### config.mk
export PLATFORM = sky130hd
export DESIGN_NAME = bcd_stopwatch_flat
export DESIGN_NICKNAME = d
export VERILOG_FILES = /design/src/rtl/bcd_stopwatch_if.sv /design/src/rtl/bcd_stopwatch.sv /design/src/flat_wrapper.sv
export SDC_FILE = /design/constraint.sdc
export NUM_CORES = 1
export LEC_CHECK = 0
export ABC_AREA = 1
export CORE_MARGIN = 3
export CORE_UTILIZATION = 37
export DETAILED_ROUTE_END_ITERATION = 8
export DONT_BUFFER_PORTS = 1
export GPL_TIMING_DRIVEN = 0
export PLACE_DENSITY_LB_ADDON = 0.08
export REMOVE_ABC_BUFFERS = 1
export SETUP_SLACK_MARGIN = 0.4
export SLEW_MARGIN = 30
export SYNTH_ARGS = -nofsm -noshare
export SYNTH_HDL_FRONTEND = slang
export SYNTH_SLANG_ARGS = --single-unit
### constraint.sdc
create_clock -name clk -period 1.3 [get_ports clk]
set_input_delay 0.065 -clock clk [delete_from_list [all_inputs] [get_ports clk]]
set_output_delay 0.065 -clock clk [all_outputs]
set_load 0.01 [all_outputs]
### src/rtl/bcd_stopwatch_if.sv
// Control pulses and display/status outputs of the MM:SS stopwatch.
// The controller side is master; the stopwatch itself is slave.
interface bcd_stopwatch_if;
    logic       start_stop;
    logic       clear;
    logic       lap;
    logic [3:0] d0;
    logic [3:0] d1;
    logic [3:0] d2;
    logic [3:0] d3;
    logic       running;
    logic       lap_hold;
    logic       sec_tick;
    logic       wrapped;

    modport master (
        output start_stop, clear, lap,
        input  d0, d1, d2, d3, running, lap_hold, sec_tick, wrapped
    );

    modport slave (
        input  start_stop, clear, lap,
        output d0, d1, d2, d3, running, lap_hold, sec_tick, wrapped
    );
endinterface

### src/rtl/bcd_stopwatch.sv
// Count-up MM:SS stopwatch with start/stop, clear and lap-freeze, emitting BCD
// digits for the 7-segment scan path.
module bcd_stopwatch #(
    parameter  int TICK_DIV = 100000000,
    localparam int PW       = $clog2(TICK_DIV)
) (
    input  logic           clk,
    input  logic           reset,
    bcd_stopwatch_if.slave sw
);

    typedef enum logic {STOPPED = 1'b0, RUNNING = 1'b1} state_e;

    typedef struct packed {
        logic [3:0] d3;
        logic [3:0] d2;
        logic [3:0] d1;
        logic [3:0] d0;
    } mmss_t;

    state_e        state_q;
    logic [PW-1:0] pre_q;
    mmss_t         cnt_q;
    mmss_t         lap_q;
    logic          lap_hold_q;
    logic          sec_tick_q;
    logic          wrapped_q;

    mmss_t         cnt_d;
    logic          wrap_d;
    logic          tick;
    mmss_t         disp;

    assign tick = (state_q == RUNNING) && (pre_q == PW'(TICK_DIV - 1));

    // NOTE: every output of an always_comb gets a default first so no path
    // through the if-chain leaves a value undriven, which would infer a latch.
    always_comb begin
        cnt_d  = cnt_q;
        wrap_d = 1'b0;
        if (cnt_q.d0 != 4'd9) begin
            cnt_d.d0 = cnt_q.d0 + 4'd1;
        end else begin
            cnt_d.d0 = 4'd0;
            if (cnt_q.d1 != 4'd5) begin
                cnt_d.d1 = cnt_q.d1 + 4'd1;
            end else begin
                cnt_d.d1 = 4'd0;
                if (cnt_q.d2 != 4'd9) begin
                    cnt_d.d2 = cnt_q.d2 + 4'd1;
                end else begin
                    cnt_d.d2 = 4'd0;
                    if (cnt_q.d3 != 4'd5) begin
                        cnt_d.d3 = cnt_q.d3 + 4'd1;
                    end else begin
                        cnt_d.d3 = 4'd0;
                        wrap_d   = 1'b1;
                    end
                end
            end
        end
    end

    // NOTE: state uses non-blocking assignments so every register samples the
    // pre-edge values, e.g. the lap register captures the count before this
    // edge's increment.
    always_ff @(posedge clk) begin
        if (reset) begin
            state_q    <= STOPPED;
            pre_q      <= '0;
            cnt_q      <= '0;
            lap_q      <= '0;
            lap_hold_q <= 1'b0;
            sec_tick_q <= 1'b0;
            wrapped_q  <= 1'b0;
        end else if (sw.clear) begin
            state_q    <= STOPPED;
            pre_q      <= '0;
            cnt_q      <= '0;
            lap_q      <= '0;
            lap_hold_q <= 1'b0;
            sec_tick_q <= 1'b0;
            wrapped_q  <= 1'b0;
        end else begin
            sec_tick_q <= 1'b0;
            // The prescaler wraps even when a simultaneous stop drops the tick.
            if (state_q == RUNNING) begin
                pre_q <= tick ? '0 : pre_q + PW'(1);
            end
            if (sw.start_stop) begin
                state_q <= (state_q == RUNNING) ? STOPPED : RUNNING;
            end else if (tick) begin
                cnt_q      <= cnt_d;
                sec_tick_q <= 1'b1;
                if (wrap_d) begin
                    wrapped_q <= 1'b1;
                end
            end
            if (sw.lap) begin
                if (lap_hold_q) begin
                    lap_hold_q <= 1'b0;
                end else if (state_q == RUNNING) begin
                    lap_q      <= cnt_q;
                    lap_hold_q <= 1'b1;
                end
            end
        end
    end

    assign disp        = lap_hold_q ? lap_q : cnt_q;
    assign sw.d0       = disp.d0;
    assign sw.d1       = disp.d1;
    assign sw.d2       = disp.d2;
    assign sw.d3       = disp.d3;
    assign sw.running  = (state_q == RUNNING);
    assign sw.lap_hold = lap_hold_q;
    assign sw.sec_tick = sec_tick_q;
    assign sw.wrapped  = wrapped_q;

endmodule

### src/flat_wrapper.sv
// flat-port wrapper written by rule: the top's interface ports become plain ports
module bcd_stopwatch_flat 
#(
    parameter  int TICK_DIV = 100000000,
    localparam int PW       = $clog2(TICK_DIV)
)
  (clk, reset, sw_start_stop, sw_clear, sw_lap, sw_d0, sw_d1, sw_d2, sw_d3, sw_running, sw_lap_hold, sw_sec_tick, sw_wrapped);
  bcd_stopwatch_if sw_i ();
  input  logic clk;
  input  logic reset;
  input wire logic [$bits(sw_i.start_stop)-1:0] sw_start_stop;
  input wire logic [$bits(sw_i.clear)-1:0] sw_clear;
  input wire logic [$bits(sw_i.lap)-1:0] sw_lap;
  output wire logic [$bits(sw_i.d0)-1:0] sw_d0;
  output wire logic [$bits(sw_i.d1)-1:0] sw_d1;
  output wire logic [$bits(sw_i.d2)-1:0] sw_d2;
  output wire logic [$bits(sw_i.d3)-1:0] sw_d3;
  output wire logic [$bits(sw_i.running)-1:0] sw_running;
  output wire logic [$bits(sw_i.lap_hold)-1:0] sw_lap_hold;
  output wire logic [$bits(sw_i.sec_tick)-1:0] sw_sec_tick;
  output wire logic [$bits(sw_i.wrapped)-1:0] sw_wrapped;
  assign sw_i.start_stop = sw_start_stop;
  assign sw_i.clear = sw_clear;
  assign sw_i.lap = sw_lap;
  assign sw_d0 = sw_i.d0;
  assign sw_d1 = sw_i.d1;
  assign sw_d2 = sw_i.d2;
  assign sw_d3 = sw_i.d3;
  assign sw_running = sw_i.running;
  assign sw_lap_hold = sw_i.lap_hold;
  assign sw_sec_tick = sw_i.sec_tick;
  assign sw_wrapped = sw_i.wrapped;
  bcd_stopwatch #(.TICK_DIV(TICK_DIV)) u_core (.clk(clk), .reset(reset), .sw(sw_i));
endmodule
==> out/results.txt, run 1 <==
cts hold-fix bufs - 2
Port-buffer cells - 0
status - finished with violations
M2 GR Usage - 30.02%
via count - 3,377
Reg2Reg Depth - 9
number of max-cap violations - 0
final antenna-violating net count - 0
Placement Setup Slack - -1.016 ns
nets - 550
final hold violation count - 14
GR peak layer - met2
first-pass GRT wire length - 15.22 mm
startpoint types - flop
Die Ht - 99.77 um
synth top area cells - dfxtp_1 (39%), nand2_1 (13%), nor2_1 (8.5%), o21ai_0 (6.9%), inv_1 (6.5%)
path category of the worst min-delay check - input port to flop
CP Class - flop to flop
root buffer cell - clkbuf_8
Worst Setup End Kind - flop
relative slew slack - 52.26%
final setup fails - 66
detailed placement HPWL - 5.401 mm
cell count after synthesis - 497
Layout Skew - 0.01104 ns
H-tree level count - 3
FF+latch area - 1319 um2
largest net degree at the start of global routing - 31
Clock Pin Slew Worst Setup and Hold Paths - 0.07 ns
met3 usage - 3.787%
post-synthesis async set-or-reset flop share - 0%
Worst-Margin Slew - 0.7154 ns
area of the multi-input gates - 2271 um2
Core Util, Final - 56.95%
post-synthesis cell area - 3253 um2
share of layout cells above drive strength 1 - 36.31%
total die area - 9953 um2
post-DR vias/cell - 5.172
worst skew pair latency - 0.34 ns
Cell Rows - 33
clk buf depth - 2
routed wire length - 10.01 mm
Req. time, crit path - 1.53 ns
core area - 8382 um2
library cells used by synthesis - 31
Fmax achieved - 673.6 MHz
CTS tree - built
unrepaired setup endpoints after global routing - true
Area growth syn-to-layout - 46.73%
Tcrit/Tclk final - 114.2%
Synth top area share - 38.77%
Setup Total Neg Slack - -6.148 ns
DRT iter0 DRCs - 193
Worst Path Arrival - 1.71 ns
Initial Util - 38.81%
number of cells on the worst hold path - 3
routed wire length per instance - 15.33 um
setup ws final - -0.1847 ns
Tot GR Track Use - 19.46%
max-slew violations - 0
GRT met1 Usage - 27.16%
fin cells - 653
# diodes - 0
syn_area_per_cell - 6.546 um2
DRT Pass-1 Iters - 4
Power Dens Cells - 814.8 nW/um2
GPL Wtd Cong - 0.7826
Max FO, Critical Path - 6
die width - 99.77 um
initial antenna violation count - 0
Hold WS - -0.02807 ns
GRT Residual Overflow - 0
DRC - 0
number of buffers created by CTS - 9
min Tclk post-route - 1.485 ns
I/O pins - 25
synthesis warning total - 0
placed cells - 584
post-synth top area cell - dfxtp_1
# fillers - 780
sequential element share of the synthesized area - 38.77%
failing checks - hold timing, setup timing
Yosys reg bits - 63
Static Leak - 1.925 nW
clock sinks - 63
Post-synth EDFFs - 0
Main synth FF type - dfxtp_1
vias in the first global route - 3,077
Max rail drop VDD - 0.0005906 V
-- per-layer routing --
layer  wire length, um  up-vias
met1              4917     1564
met5                 0        -
met3               455       17
met4               187        0
met2              4452       85
li1                  -     1711
-- power by group --
part,switching [mW],total (mW),internal (mW)
registers,0.0153,1.93,1.92
clock network,0.772,1.75,0.978
logic,0.120,0.206,0.0861
-- path summary, 6_finish.rpt --
| kind | start | endpoint | slack, ns |
|---|---|---|---|
| worst max register to register | u_core.pre_q[1] | u_core.pre_q[11] | -0.18 |
| worst min register to register | u_core.pre_q[15] | u_core.pre_q[15] | 0.48 |
| worst max-delay path | u_core.pre_q[1] | u_core.pre_q[11] | -0.18 |
| worst min-delay path | sw_clear | u_core.lap_q[12] | -0.03 |
-- registers in the layout, indices dropped and copies added, names as in the netlist --
register            flops
u_core.cnt_q           16
u_core.sw.lap_hold      1
u_core.sw.wrapped       1
u_core.lap_q           16
u_core.sw.sec_tick      1
u_core.pre_q           27
u_core.sw.running       1
-- area by class of cell --
type | instances | share of cell area [%]
Tap cell | 105 | 2.752
Clock buffer | 12 | 3.250
Timing Repair Buffer | 51 | 12.98
Multi-Input combinational cell | 361 | 47.58
Clock inverter | 3 | 0.8912
Inverter | 58 | 4.928
Sequential cell | 63 | 27.63
-- placed cells by master, fill, tap and decap left out, types with 3 or more instances in the layout --
cell type and n:
dfxtp_2 13, o21ai_1 15, nor3_1 4, nand3_1 24, nand2_4 16, nand2_2 14
o21ai_2 7, buf_12 7, clkbuf_16 3, buf_4 22, clkbuf_8 11, o21ai_0 12
inv_1 51, a21oi_1 35, a31oi_1 3, nor2_4 21, o21ai_4 14, xor2_1 4
nor2_2 15, inv_2 4, nand4_1 16, nand3_2 11, nor2_1 53, dfxtp_1 39
a21oi_2 3, nand2_1 84, dfxtp_4 11, xnor2_1 3, buf_6 11
-- worst max-delay path, stage by stage, from the launching register on --
cell and delay (ns):
dfxtp_4 0.37, ha_4 0.16, nand3_2 0.08, nor2_2 0.11
nand2_2 0.09, nor2_4 0.18, nor2_4 0.09, buf_12 0.15
o21ai_0 0.08, a21oi_1 0.05
-- cell families (layout without fill, tap and decap cells) --
| logic type | count (synthesis) | in the layout | synth area share (%) |
|---|---|---|---|
| fa+ha+maj | 1 | 1 | 0.3846 |
| simple gates | 261 | 264 | 35.77 |
| flops | 63 | 63 | 38.77 |
| buf+inv | 76 | 124 | 9.269 |
| compound gates | 89 | 89 | 13.92 |
| xor+xnor | 7 | 7 | 1.885 |
-- cell usage after synthesis (4+ instances only) --
cell and count:
a21oi_1 37, buf_2 6, clkbuf_1 9, dfxtp_1 63, inv_1 56, nand2_1 111
nand3_1 34, nand4_1 16, nor2_1 74, nor2_2 9, nor3_1 4, o21ai_0 45
xor2_1 4
-- repair_timing --
| item | in CTS | in global routing |
|---|---|---|
| endpoints found under the hold margin | 9 | 12 |
| pin swaps | 34 | 30 |
| gates cloned | 4 | 4 |
| resized for setup | 144 | 90 |
| setup endpoints to repair | 81 | 80 |
| buffers inserted | 28 | 16 |
-- per-stage QoR --
step	area, um2	power [mW]
6_report	4773	3.889
5_1_grt	4773	4.021
4_1_cts	4315	3.897
3_5_place_dp	3317	2.082
3_3_place_gp	3301	2.079
2_1_floorplan	3169	2.050
(Power assumes the default switching activity.)
==> inputs of run 2 (changes only) <==
--- a/config.mk
+++ b/config.mk
@@ -6,10 +6,12 @@
 export NUM_CORES = 1
 export LEC_CHECK = 0
 export ABC_AREA = 1
+export CORE_ASPECT_RATIO = 0.75
 export CORE_MARGIN = 3
-export CORE_UTILIZATION = 37
+export CORE_UTILIZATION = 50
 export DETAILED_ROUTE_END_ITERATION = 8
 export DONT_BUFFER_PORTS = 1
+export GPL_ROUTABILITY_DRIVEN = 0
 export GPL_TIMING_DRIVEN = 0
 export PLACE_DENSITY_LB_ADDON = 0.08
 export REMOVE_ABC_BUFFERS = 1
==> run 2 against run 1 <==
  * The flow still finishes with violations (hold timing, setup timing)
  * Routed wire length rose by 29%
  * Clock-buffer cell count rose by 1
  * Critical path depth rose by 3
  * Sequential share of layout area fell by 1.1 points
  * Maximum frequency fell by 14%
  * Non-clock buffer count rose by 10
  * First-iteration DRC count rose to 2.6 times the previous value
  * Worst setup slack got worse by 0.25 ns
  * Clock skew rose by 0.0067 ns
==> out/results.txt, run 2 (synthesized netlist as in run 1, its figures left out) <==
Req. time, crit path - 1.54 ns
crit-path max cell delay - 0.44 ns
number of max-cap violations - 0
CTS tree - built
Clock Pin Slew Worst Setup and Hold Paths - 0.09 ns
Final Total Pwr - 4.099 mW
clock sinks - 63
Clk pwr share - 46.8%
startpoint types - flop
Max FO, Critical Path - 7
I/O pins - 25
Int Pwr - 3.108 mW
status - finished with violations
Static Leak - 1.964 nW
Core Util, Final - 81.77%
combinational share of power - 5.8%
WP buf/inv - 4
Power Dens Cells - 826.5 nW/um2
Layout Skew - 0.01771 ns
setup ws final - -0.4324 ns
CP Class - flop to flop
max-slew violations - 0
via count - 3,974
Switching Power - 0.9911 mW
Tcrit/Tclk final - 133.3%
GRT Residual Overflow - 0
unrepaired setup endpoints after global routing - true
CP top delay family - simple AND/OR/NAND/NOR gates
first-pass GRT wire length - 16.66 mm
commonest cells after routing, fill and taps aside - nand2_1 (73), nor2_1 (55), inv_1 (47)
# fillers - 351
Worst Setup End Kind - flop
crit path launch - u_core.sw.running
Worst Path Arrival - 1.97 ns
vias in the first global route - 3,288
Die Ht - 75.86 um
path category of the worst min-delay check - input port to flop
Worst-Margin Slew - 0.8231 ns
Hold WS - -0.2054 ns
Initial Util - 53.63%
initial antenna violation count - 0
RR Startpoint - u_core.sw.running
top flop regs - u_core.pre_q: 27 flops, u_core.cnt_q: 16 flops, u_core.lap_q: 16 flops
commonest non-fill, non-tap cell in the layout - nand2_1
# diodes - 0
core area - 6066 um2
nets - 560
DRT Pass-1 Iters - 7
clk buf depth - 2
cts hold-fix bufs - 2
share of layout cells above drive strength 1 - 43.01%
Placement Setup Slack - -0.9286 ns
hold_sp - sw_start_stop
crit-path cells - nand2_2, inv_1, nand2_1, nor2_2, nand2_2, nor2_4, buf_6, buf_12, nor2_4, buf_6, nand2_1, a21oi_1
Setup Total Neg Slack - -14.76 ns
detailed placement HPWL - 5.173 mm
Port-buffer cells - 0
final setup fails - 70
final antenna-violating net count - 0
CP max stage cell - dfxtp_4
DRC - 0
Fmax achieved - 577.2 MHz
largest net degree at the start of global routing - 31
die width - 99.14 um
Area growth syn-to-layout - 52.46%
total die area - 7520 um2
final hold violation count - 14
Cell Rows - 24
root buffer cell - clkbuf_8
number of flip-flops in the largest register - 27
min Tclk post-route - 1.732 ns
Max rail drop VDD - 0.0007544 V
failing checks - hold timing, setup timing
number of buffers created by CTS - 9
worst skew pair latency - 0.36 ns
H-tree level count - 3
routed wire length - 12.94 mm
FF+latch area - 1314 um2
DRT iter0 DRCs - 497
Reg power frac - 47.4%
switching share of power - 24.18%
routed wire length per instance - 20.35 um
Largest Register - u_core.pre_q
Tot GR Track Use - 28.78%
relative slew slack - 45.07%
area of the multi-input gates - 2365 um2
post-DR vias/cell - 6.248
-- run 2: cell types whose count changed in the layout (fill, tap and decap cells not counted), moves of 9 or more --
cell and delta:
nand2_2 +12, buf_6 +9, nand2_1 -11, o21ai_2 +9
-- run 2: repair_timing --
item                       CTS  global route
hold endpoints to repair    29            15
pin swaps                   46            32
setup endpoints to repair   81            80
setup buffers               40            13
cloned                       6             3
gates resized for setup    176            97
-- run 2: layer usage --
metal | wire length (um) | part of all wire [%] | global-route usage, % | up-vias
met5 | 0 | 0 | 0 | -
met4 | 772 | 6.0 | 10.61 | 0
met3 | 1531 | 12 | 9.058 | 101
met2 | 5524 | 43 | 44.35 | 311
met1 | 5116 | 40 | 38.37 | 1830
li1 | - | - | - | 1732
-- run 2: cell type report --
| cell class | instances | share of cell area [%] |
|---|---|---|
| Sequential cell | 63 | 26.49 |
| Inverter | 58 | 4.667 |
| Clock inverter | 2 | 0.7568 |
| Clock buffer | 13 | 3.607 |
| Multi-Input combinational cell | 361 | 47.68 |
| Timing Repair Buffer | 61 | 14.83 |
| Tap cell | 78 | 1.968 |
-- run 2: worst paths after layout --
kind / end / slack (ns) / cells past startpoint
worst max-delay path: u_core.pre_q[10] / -0.43 / 12
worst min-delay path: u_core.sw.sec_tick / -0.21 / 1
worst max register to register: u_core.pre_q[10] / -0.43 / 12
worst min register to register: u_core.pre_q[22] / 0.50 / 2
-- run 2: power groups by stage --
stage | logic [mW] | clock network, mW | registers (mW)
after floorplan | 0.0555 | 0 | 1.99
after global placement | 0.0757 | 0 | 2.00
after detailed placement | 0.0781 | 0 | 2.00
after CTS | 0.170 | 1.90 | 1.94
after global routing | 0.247 | 1.98 | 1.94
final | 0.238 | 1.92 | 1.94
-- run 2: per-stage QoR --
stage | std cells | cell area (um2)
6_report | 636 | 4960
3_3_place_gp | 557 | 3267
5_1_grt | 636 | 4960
4_1_cts | 620 | 4544
2_1_floorplan | 479 | 3169
3_5_place_dp | 557 | 3283
